File: config.mk
export PLATFORM = sky130hd
export DESIGN_NAME = bk_subtractor_pipe
export DESIGN_NICKNAME = d
export VERILOG_FILES = /design/src/rtl/bk_subtractor_pipe.sv
export SDC_FILE = /design/constraint.sdc
export NUM_CORES = 1
export LEC_CHECK = 0
export BUFFER_PORTS_ARGS = -buffer_cell sky130_fd_sc_hd__buf_4
export CAP_MARGIN = 20
export CORE_MARGIN = 3
export CORE_UTILIZATION = 30
export DETAILED_ROUTE_END_ITERATION = 10
export MAX_ROUTING_LAYER = met4
export PLACE_DENSITY = 0.6
export SETUP_SLACK_MARGIN = 0.05
export SLEW_MARGIN = 10
export SYNTH_ARGS = -nofsm -noshare
export SYNTH_HDL_FRONTEND = slang
export SYNTH_SLANG_ARGS = --single-unit
File: constraint.sdc
create_clock -name CLK -period 2.2 [get_ports CLK]
set_input_delay 0.44 -clock CLK [delete_from_list [all_inputs] [get_ports CLK]]
set_output_delay 0.44 -clock CLK [all_outputs]
set_load 0.05 [all_outputs]
File: src/rtl/bk_subtractor_pipe.sv
// bk_subtractor_pipe: two-stage pipelined Brent-Kung subtractor.
//   diff = a - b - Bin, computed as a + ~b + cin with cin = ~Bin.
//   Stage 1 registers bitwise propagate plus the Brent-Kung up-sweep.
//   Stage 2 finishes the down-sweep, forms the sum and registers the result.
//   Each stage is an EMPTY/FULL slot with a valid/ready handshake on both ends.
//
//   state    | meaning
//   ---------+---------------------------------------------------------
//   ST_EMPTY | stage holds no operand set; may load unconditionally
//   ST_FULL  | stage holds an operand set; reloads only if it drains
module bk_subtractor_pipe #(
   parameter int WIDTH = 16
) (
   input  logic             CLK,
   input  logic             RST_N,
   input  logic [WIDTH-1:0] a,
   input  logic [WIDTH-1:0] b,
   input  logic             Bin,
   input  logic             in_valid,
   output logic             in_ready,
   output logic [WIDTH-1:0] diff,
   output logic             borrow_out,
   output logic             overflow,
   output logic             out_valid,
   input  logic             out_ready
);

   localparam int LOG2 = $clog2(WIDTH);

   typedef enum logic {
      ST_EMPTY = 1'b0,
      ST_FULL  = 1'b1
   } stage_state_e;

   stage_state_e s1_state_q;
   stage_state_e s2_state_q;

   logic s1_valid;
   logic s2_valid;
   logic s1_load;
   logic s2_load;

   // stage 1 datapath
   logic             cin;
   logic [WIDTH-1:0] p_in;
   logic [WIDTH-1:0] g_in;
   logic [WIDTH-1:0] up_g [0:LOG2];

   logic [WIDTH-1:0] p_q;
   logic [WIDTH-1:0] gt_q;
   logic             cin_q;
   logic             a_msb_q;
   logic             b_msb_q;

   // stage 2 datapath
   logic [WIDTH-1:0] dn_g [0:LOG2-1];
   logic [WIDTH-1:0] carry;
   logic [WIDTH-1:0] diff_d;
   logic             borrow_d;
   logic             ovf_d;

   logic [WIDTH-1:0] diff_q;
   logic             borrow_q;
   logic             ovf_q;

   // Handshake: a stage loads when empty or when its current contents move on.
   assign s1_valid = (s1_state_q == ST_FULL);
   assign s2_valid = (s2_state_q == ST_FULL);
   assign in_ready = RST_N & (~s1_valid | ~s2_valid | out_ready);
   assign s1_load  = in_valid & in_ready;
   assign s2_load  = s1_valid & (~s2_valid | out_ready);

   // Per-stage occupancy state machine.
   always_ff @(posedge CLK or negedge RST_N) begin
      if (!RST_N) begin
         s1_state_q <= ST_EMPTY;
         s2_state_q <= ST_EMPTY;
      end else begin
         case (s1_state_q)
            ST_EMPTY: if (s1_load) s1_state_q <= ST_FULL;
            ST_FULL:  if (s2_load && !s1_load) s1_state_q <= ST_EMPTY;
         endcase
         case (s2_state_q)
            ST_EMPTY: if (s2_load) s2_state_q <= ST_FULL;
            ST_FULL:  if (out_ready && !s2_load) s2_state_q <= ST_EMPTY;
         endcase
      end
   end

   // Bit-level propagate/generate against the inverted subtrahend.
   // The carry-in is folded into bit 0's generate, so every prefix that
   // reaches bit 0 already accounts for it.
   assign cin  = ~Bin;
   assign p_in = a ^ ~b;
   assign g_in = {a[WIDTH-1:1] & ~b[WIDTH-1:1], (a[0] & ~b[0]) | ((a[0] ^ ~b[0]) & cin)};

   // Up-sweep: after level l, index i with (i+1) % 2^l == 0 holds the group
   // generate over [i : i-2^l+1]; indices 2^k-1 therefore hold G[2^k-1:0].
   // Group propagate is taken straight from p_in, which never needs bit 0.
   assign up_g[0] = g_in;
   for (genvar l = 1; l <= LOG2; l++) begin : g_up_lvl
      localparam int HALF = 1 << (l - 1);
      for (genvar i = 0; i < WIDTH; i++) begin : g_up_bit
         if (((i + 1) % (2 * HALF)) == 0) begin : g_node
            assign up_g[l][i] = up_g[l-1][i] | ((&p_in[i -: HALF]) & up_g[l-1][i-HALF]);
         end else begin : g_pass
            assign up_g[l][i] = up_g[l-1][i];
         end
      end
   end

   // Stage 1 register: propagate vector, up-swept generates, sign bits, carry-in.
   always_ff @(posedge CLK or negedge RST_N) begin
      if (!RST_N) begin
         p_q     <= '0;
         gt_q    <= '0;
         cin_q   <= 1'b0;
         a_msb_q <= 1'b0;
         b_msb_q <= 1'b0;
      end else if (s1_load) begin
         p_q     <= p_in;
         gt_q    <= up_g[LOG2];
         cin_q   <= cin;
         a_msb_q <= a[WIDTH-1];
         b_msb_q <= b[WIDTH-1];
      end
   end

   // Down-sweep: step s works at tree level LOG2-s, combining each group
   // [i : i-HALF+1] with the completed prefix just below it.
   assign dn_g[0] = gt_q;
   for (genvar s = 1; s < LOG2; s++) begin : g_dn_lvl
      localparam int HALF = 1 << (LOG2 - s - 1);
      for (genvar i = 0; i < WIDTH; i++) begin : g_dn_bit
         if ((i >= 2 * HALF) && (((i + 1) % (2 * HALF)) == HALF)) begin : g_node
            assign dn_g[s][i] = dn_g[s-1][i] | ((&p_q[i -: HALF]) & dn_g[s-1][i-HALF]);
         end else begin : g_pass
            assign dn_g[s][i] = dn_g[s-1][i];
         end
      end
   end

   // Sum, borrow and signed overflow from the completed carry prefixes.
   assign carry    = {dn_g[LOG2-1][WIDTH-2:0], cin_q};
   assign diff_d   = p_q ^ carry;
   assign borrow_d = ~dn_g[LOG2-1][WIDTH-1];
   assign ovf_d    = (a_msb_q ^ b_msb_q) & (diff_d[WIDTH-1] ^ a_msb_q);

   // Stage 2 register: result is held while the consumer stalls.
   always_ff @(posedge CLK or negedge RST_N) begin
      if (!RST_N) begin
         diff_q   <= '0;
         borrow_q <= 1'b0;
         ovf_q    <= 1'b0;
      end else if (s2_load) begin
         diff_q   <= diff_d;
         borrow_q <= borrow_d;
         ovf_q    <= ovf_d;
      end
   end

   assign diff       = diff_q;
   assign borrow_out = borrow_q;
   assign overflow   = ovf_q;
   assign out_valid  = s2_valid;

endmodule
Word-level counts from Yosys, hierarchy flattened. Cells that the tools add are included.

Register bits after elaboration: 55. Bits in latches: 0. RAM bits: 0. Bits in read-only memories: 0. Input port bits: 37. Output and inout bits: 20. Memories: 0.

Add/subtract/negate cells: 0. Multiply operators: 0. Divide/modulo/power cells: 0. Magnitude comparators: 0. Equal/unequal tests: 0. Shift-type cells: 0. Mux-type cells: 6. Bitwise operators: 75. Reductions and logical operators: 15.

Operator list (count): $and A1 B1 Y1 (32); $xor A16 B16 Y16 (2); $or A1 B1 Y1 (30); $not A16 Y16 (1); $and A15 B15 Y15 (1); $not A15 Y15 (1); $reduce_and A2 Y1 (7); $reduce_and A4 Y1 (3); $reduce_and A8 Y1 (1); $not A1 Y1 (5); $mux W1 (4); $pmux W1 S2 (2); $xor A1 B1 Y1 (3); $logic_and A1 B1 Y1 (2); $logic_not A1 Y1 (2).

Logic depth before layout (Yosys ltp). Gate-level depths: netlist of run 1.

Depth in word-level cells: 12. Depth in mapped cells: 9. Gate-level depth less buffers: 9.

Worst setup path after synthesis of run 1. No wires, ideal clock.

Path type: register to register. From: register p_q[9]. To: register ovf_q (netlist: overflow). Arrival time: 1.883 ns. Required time: 2.075 ns. Setup slack: 0.192 ns. Stages on the path, launching flop included: 9. Buffers on the path: 0. Cell sequence: dfrtp_1 and3_1 a31o_2 a31o_2 ha_1 nor2_1 xor2_1 o22ai_1 mux2_2.

Word-level cells in the longest chain between the ends: 10.

RTL lines: start, declared (line 49) `logic [WIDTH-1:0] p_q;`; start signal, assigned (line 121) `p_q <= p_in;`; $reduce_and A4 Y1 (line 136) `assign dn_g[s][i] = dn_g[s-1][i] | ((&p_q[i -: HALF]) & dn_g[s-1][i-HALF]);`; $and A1 B1 Y1 (line 136); $or A1 B1 Y1 (line 136); $and A1 B1 Y1 (line 136); $or A1 B1 Y1 (line 136); $and A1 B1 Y1 (line 136); $or A1 B1 Y1 (line 136); $xor A16 B16 Y16 (line 145) `assign diff_d = p_q ^ carry;`; $xor A1 B1 Y1 (line 147) `assign ovf_d = (a_msb_q ^ b_msb_q) & (diff_d[WIDTH-1] ^ a_msb_q);`; $and A1 B1 Y1 (line 147); end signal, assigned (line 158) `ovf_q <= ovf_d;`; end, declared (line 64) `logic ovf_q;`.

Every way passes these cells. A chain may end at the register's enable or synchronous reset.

Worst setup path in the final report of run 1.
From: register p_q[8]. To: register ovf_q (netlist: overflow).

The elaborated chain is that of the path after synthesis.

==> run metrics, run 1 <==
Post-DP HPWL 3790 µm; first-pass GRT wire length 8410 µm; io pins 57; Yosys Warn Count 0; final hold viol count 0; Comb pwr share 41.5%; final worst path period need 2.03 ns; Max VDD drop 403 µV; Clock Root Buffer clkbuf_8; register bit total from synthesis 55; worst-margin pin slew between 0.6 and 0.7 ns; crit-path max FO 3; Crit Path Class flip-flop to flip-flop; post-synthesis sequential area ratio 51.1%; switch share 39.0%; H-tree depth 2; P_sw approximately 1.4 mW; CTS tree yes; clock network power share 17.2%; Core ar. about 0.0085 mm²; synth unique cells 30; Synth Cell Area 0.00270 mm²; Initial Util 31.8%; CP required 2.39 ns; routability cong. roughly 0.70; Routed WL approximately 5100 µm; fraction of registers with async set/reset 100%; layout cells sized above 1 31.3%; largest net degree at the start of global routing 56; Clk Latency, worst-skew pair 0.30 ns; Die W 101 µm; CTS sink cnt 55; initial antenna violation count 0; antenna diode count 0; PortBufs between 50 and 60; Die Span Y 101 µm; Final Non-Filler Cells 405; DRC viols 0; Mean Syn Cell Area 11.5 µm²; Tcrit/Tclk final 92.4%; Internal 2.13 mW; worst hold path class input pin to async pin; number of enable-type register cells in the synthesized netlist 0; max incr delay on CP 0.39 ns; fmax 492 MHz; Finished Cell Area 0.00337 mm²; sequential power share 41.4%; cells after synthesis 234; CP Buf/Inv Count 0; average wire per standard cell 12.5 µm; Total Routing Usage GR 10.7%; DRT antenna net count 0; router iterations before antenna repair 4; Max Slew Vio Count 0; critical path endpoint category flip-flop; gr ovfl total 0; Filler cells between 800 and 900; Critical Path Most Common Cell a31o_2; Max Cap Viol 0; drt initial violations 18; Slew headroom a little over half; Placed Area 0.00322 mm²; vias approximately 1800; leak pwr 1.68 nW; run status completed; Reg clk slew, reported paths 0.10 ns; Clock Path Buffers 2; Top FF cell, synth dfrtp_1; vias in the first global route approximately 1800; CTS Buf Count 5; power per cell area 1040 mW/mm²; Worst Skew 0.00732 ns; WP data arrival around 2.2 ns; unrepaired setup endpoints after global routing no; Cell Chain, Critical Path and3_1 > a31o_2 > a31o_2 > ha_1 > nor2_2 > xor2_2 > o22ai_1 > mux2_2; critical path's top delay family compound AO/OA/AOI/OAI gates; critical path's slowest cell dfrtp_1; Via density 4.48; Area Overhead vs Synth 25.1%; row cnt 33; Setup violations, final 0; Worst setup SP type flip-flop; syn nets 294; Post-Place Cells 391; die area just over 0.01 mm²; NumNets Final 359; setup TNS 0 ns
## final timing paths
path	from	to	slack, ns	depth (start not counted)
setup / recovery	p_q[8]$_DFFE_PN0P_	overflow$_DFFE_PN0P_	0.17	8
hold / removal	RST_N	b_msb_q$_DFFE_PN0P_	0.28	2
setup reg to reg	p_q[8]$_DFFE_PN0P_	overflow$_DFFE_PN0P_	0.17	8
hold reg to reg	gt_q[15]$_DFFE_PN0P_	borrow_out$_DFFE_PN0P_	0.48	1
max in group asynchronous	RST_N	p_q[6]$_DFFE_PN0P_	1.46	2
min in group CLK	Bin	cin_q$_DFFE_PN0P_	0.33	2
## synthesized netlist by cell type (7+ instances only)
cell type / n / area (µm²)
nor2_1: 11 / 41.3
mux2_1: 19 / 214
xor2_1: 7 / 61.3
mux2_2: 14 / 158
o21ai_0: 13 / 65.1
a21oi_1: 8 / 40.0
ha_1: 23 / 288
o21ai_1: 11 / 55.1
nand2_1: 29 / 109
dfrtp_1: 55 / 1380
inv_1: 16 / 60.1
## stage by stage
step	setup slack [ns]	hold WS, ns	util (%)	power [mW]
2_1_floorplan	0.192	0.144	-	2.42
3_5_place_dp	0.0457	0.466	38.0	2.89
6_report	0.168	0.280	39.8	3.50
3_3_place_gp	0.114	0.456	38.0	2.87
5_1_grt	0.0744	0.331	39.8	3.73
4_1_cts	0.0610	0.319	39.5	3.53
## registers in the layout, summed over array words and instances (netlist names)
signal	cells
a_msb_q	1
b_msb_q	1
borrow_out	1
cin_q	1
diff	16
gt_q	16
out_valid	1
overflow	1
p_q	16
s1_state_q	1
## repair_timing
action | in CTS | in global routing
pin swaps | 1 | 2
hold endpoints to repair | 0 | 0
gates resized for setup | 0 | 2
buffers inserted | 3 | 3
endpoints found under the setup margin | 1 | 2
hold buffers | 0 | 0
## cells by family after synthesis
group | count (synthesis) | synth area share (%)
AO/OA/AOI/OAI | 39 | 8.03
XOR/XNOR | 9 | 2.92
adder cells (fa/ha/maj) | 23 | 10.7
buffers and inverters | 22 | 3.90
flip-flops | 55 | 51.1
multiplexers | 34 | 14.2
AND/OR/NAND/NOR | 52 | 9.24
## area by class of cell
cell class | instances | area, µm² | share of cell area, %
multi-input combinational | 157 | 1220 | 36.3
sequential | 55 | 1380 | 40.8
timing repair buffer | 64 | 480 | 14.2
clock buffer | 8 | 100 | 2.97
tap | 105 | 131 | 3.90
inverter | 16 | 60.1 | 1.78
## metal layers
layer	routed length, µm	part of all wire, %	GRT usage [%]	vias up
met1	2330	46	14.0	857
met3	228	4.5	2.63	6
met5	0	0	-	-
met2	2460	48	16.8	34
li1	-	-	-	919
met4	55	1.1	2.80	0
## power groups by stage
stage	Combinational (mW)	Clock, mW	Sequential [mW]
after global placement	1.40	0	1.47
after floorplan	0.445	0	1.98
after global routing	1.57	0.665	1.49
final	1.45	0.600	1.45
after detailed placement	1.41	0	1.48
after CTS	1.45	0.623	1.46
## cell usage in the layout (no fill, tap or decap), drive strengths merged
master / synthesis / final
a21o: 1 / 1
a21oi: 8 / 8
a31o: 3 / 3
a31oi: 1 / 1
a41o: 1 / 1
and2: 2 / 2
and3: 1 / 1
buf: 6 / 64
clkbuf: 0 / 8
dfrtp: 55 / 55
ha: 23 / 23
inv: 16 / 16
mux2: 33 / 33
mux2i: 1 / 1
nand2: 30 / 30
nand2b: 3 / 3
nand3b: 1 / 1
nor2: 11 / 11
nor2b: 2 / 2
nor4: 1 / 1
o21ai: 24 / 24
o22ai: 1 / 1
or2: 1 / 1
xnor2: 2 / 2
xor2: 7 / 7
No activity file was read; power rests on OpenSTA's default activity.
==> run 2, diff against run 1 <==
PLACE_DENSITY = 0.62   (was 0.6)
clock period = 1.7 ns   (was 2.2 ns; I/O delays follow)
==> run 2 against run 1 <==
  * The flow now finishes with violations (setup timing)
  * Maximum frequency is 7.2% higher
  * Non-clock buffer count is 5 higher
  * Wire length hardly changed
  * Sequential cell count stayed put
  * First-iteration DRC count is 110% higher
  * Critical path depth stayed put
  * Worst setup slack worse by 0.36 ns
  * Sequential power is 30% higher
  * Critical path type unchanged
  * Largest cell class unchanged
==> run metrics, run 2 (same netlist as run 1, synthesis figures left out) <==
antenna diode count 0; leak pwr 1.72 nW; Max VDD drop 470 µV; Area Overhead vs Synth 28.7%; GR Util met3 3.32%; Filler cells between 800 and 900; DRC viols 0; Crit Path Class flip-flop to flip-flop; Clock Path Buffers 2; drt initial violations 37; die area 0.0102 mm²; vias 1845; CP required around 1.9 ns; final hold viol count 0; Core ar. around 0.0085 mm²; Die W about 100 µm; layout cells sized above 1 33.6%; critical path endpoint category flip-flop; router iterations before antenna repair 4; Tcrit/Tclk final 111%; gr ovfl total 0; routability cong. 0.748; WP data arrival 2.08 ns; Placed Area approximately 0.0033 mm²; worst hold path class input pin to async pin; failing checks setup timing; worst-margin pin slew 0.689 ns; Setup violations, final 2; crit-path max FO 3; Worst setup SP type flip-flop; NumNets Final 364; unrepaired setup endpoints after global routing yes; first-pass GRT wire length between 8000 and 9000 µm; Clock Root Buffer clkbuf_8; power per cell area 1340 mW/mm²; worst hold slack 0.182 ns; Total Routing Usage GR 10.6%; Clk Latency, worst-skew pair 0.30 ns; CTS sink cnt 55; PortBufs 56; leading cell type in the layout, fill and taps excluded buf_4; Max Slew Vio Count 0; most frequent cells in the layout buf_4, dfrtp_1, nand2_1; largest net degree at the start of global routing 56; hold-fix buffers at CTS 0; Slew headroom 54.1%; met1 usage between 10% and 20%; vias in the first global route roughly 1900; final core occ between 40% and 50%; CTS Buf Count 5; H-tree depth 2; io pins 57; Initial Util 31.8%; Finished Cell Area 0.00347 mm²; Post-DP HPWL 3810 µm; average wire per standard cell about 12 µm; Via density 4.51; run status finished, violations left; CTS tree yes; Max Cap Viol 0; final worst path period need 1.90 ns; DRT antenna net count 0; Routed WL 5080 µm; initial antenna violation count 0; row cnt 33; Worst Skew 0.00818 ns; met2 Track Usage GR between 15 and 20%; fin worst setup slack -0.195 ns; GRT busiest layer met2; Reg clk slew, reported paths around 0.090 ns; Die Span Y 101 µm; fmax approximately 530 MHz
[run 2: cell types whose count changed in the layout (fill, tap and decap cells not counted), moves of 2 or more]
cell	delta
a31o_2	-2
a31o_4	+2
buf_4	+4
clkbuf_8	-2
[run 2: metal layers]
metal  part of all wire, %  routed length (µm)
met5                     0                   0
met4                   1.2                  63
met3                   6.0                 307
met2                    47                2400
met1                    45                2300
[run 2: cell type report]
| class | instances | area (µm²) | area share [%] |
|---|---|---|---|
| timing repair buffer | 69 | 531 | 15.3 |
| clock buffer | 6 | 72.6 | 2.09 |
| clock inverter | 1 | 30.0 | 0.865 |
| tap | 105 | 131 | 3.79 |
| inverter | 16 | 60.1 | 1.73 |
| sequential | 55 | 1380 | 39.7 |
| multi-input combinational | 157 | 1270 | 36.5 |
[run 2: path summary, 6_finish.rpt]
| kind | from | to | slack (ns) | cells after the start |
|---|---|---|---|---|
| max in group asynchronous | RST_N | out_valid$_DFF_PN0_ | 1.04 | 2 |
| min reg2reg | gt_q[15]$_DFFE_PN0P_ | borrow_out$_DFFE_PN0P_ | 0.47 | 1 |
| min | RST_N | p_q[3]$_DFFE_PN0P_ | 0.18 | 2 |
| max reg2reg | p_q[9]$_DFFE_PN0P_ | overflow$_DFFE_PN0P_ | -0.20 | 8 |
| min in group CLK | Bin | cin_q$_DFFE_PN0P_ | 0.25 | 2 |
| max | p_q[9]$_DFFE_PN0P_ | overflow$_DFFE_PN0P_ | -0.20 | 8 |
[run 2: critical path, cell delays in order (launching register included)]
cell	delay, ns
dfrtp_1	0.38
and3_4	0.18
a31o_4	0.22
a31o_4	0.22
ha_4	0.16
nor2_4	0.09
xor2_2	0.18
o22ai_1	0.10
mux2_2	0.26
[run 2: timing repair]
action | 4_1_cts | 5_1_grt
cloned | 0 | 0
resized for setup | 4 | 3
pin swaps | 2 | 4
endpoints found under the setup margin | 2 | 3
buffers inserted | 2 | 1
[run 2: where the power goes]
group / switching (mW) / internal (mW)
Sequential: 0.217 / 1.66
Combinational: 1.18 / 0.759
Clock: 0.392 / 0.432
[run 2: stage by stage]
| step | setup WS, ns | instances | TNS, ns | total power [mW] |
|---|---|---|---|---|
| floorplan | -0.152 | 234 | -0.152 | 3.14 |
| global placement | -0.204 | 399 | -0.368 | 3.78 |
| detailed placement | -0.267 | 399 | -0.600 | 3.81 |
| CTS | -0.269 | 408 | -0.335 | 4.69 |
| global route | -0.287 | 409 | -0.379 | 4.92 |
| finish | -0.195 | 409 | -0.214 | 4.64 |
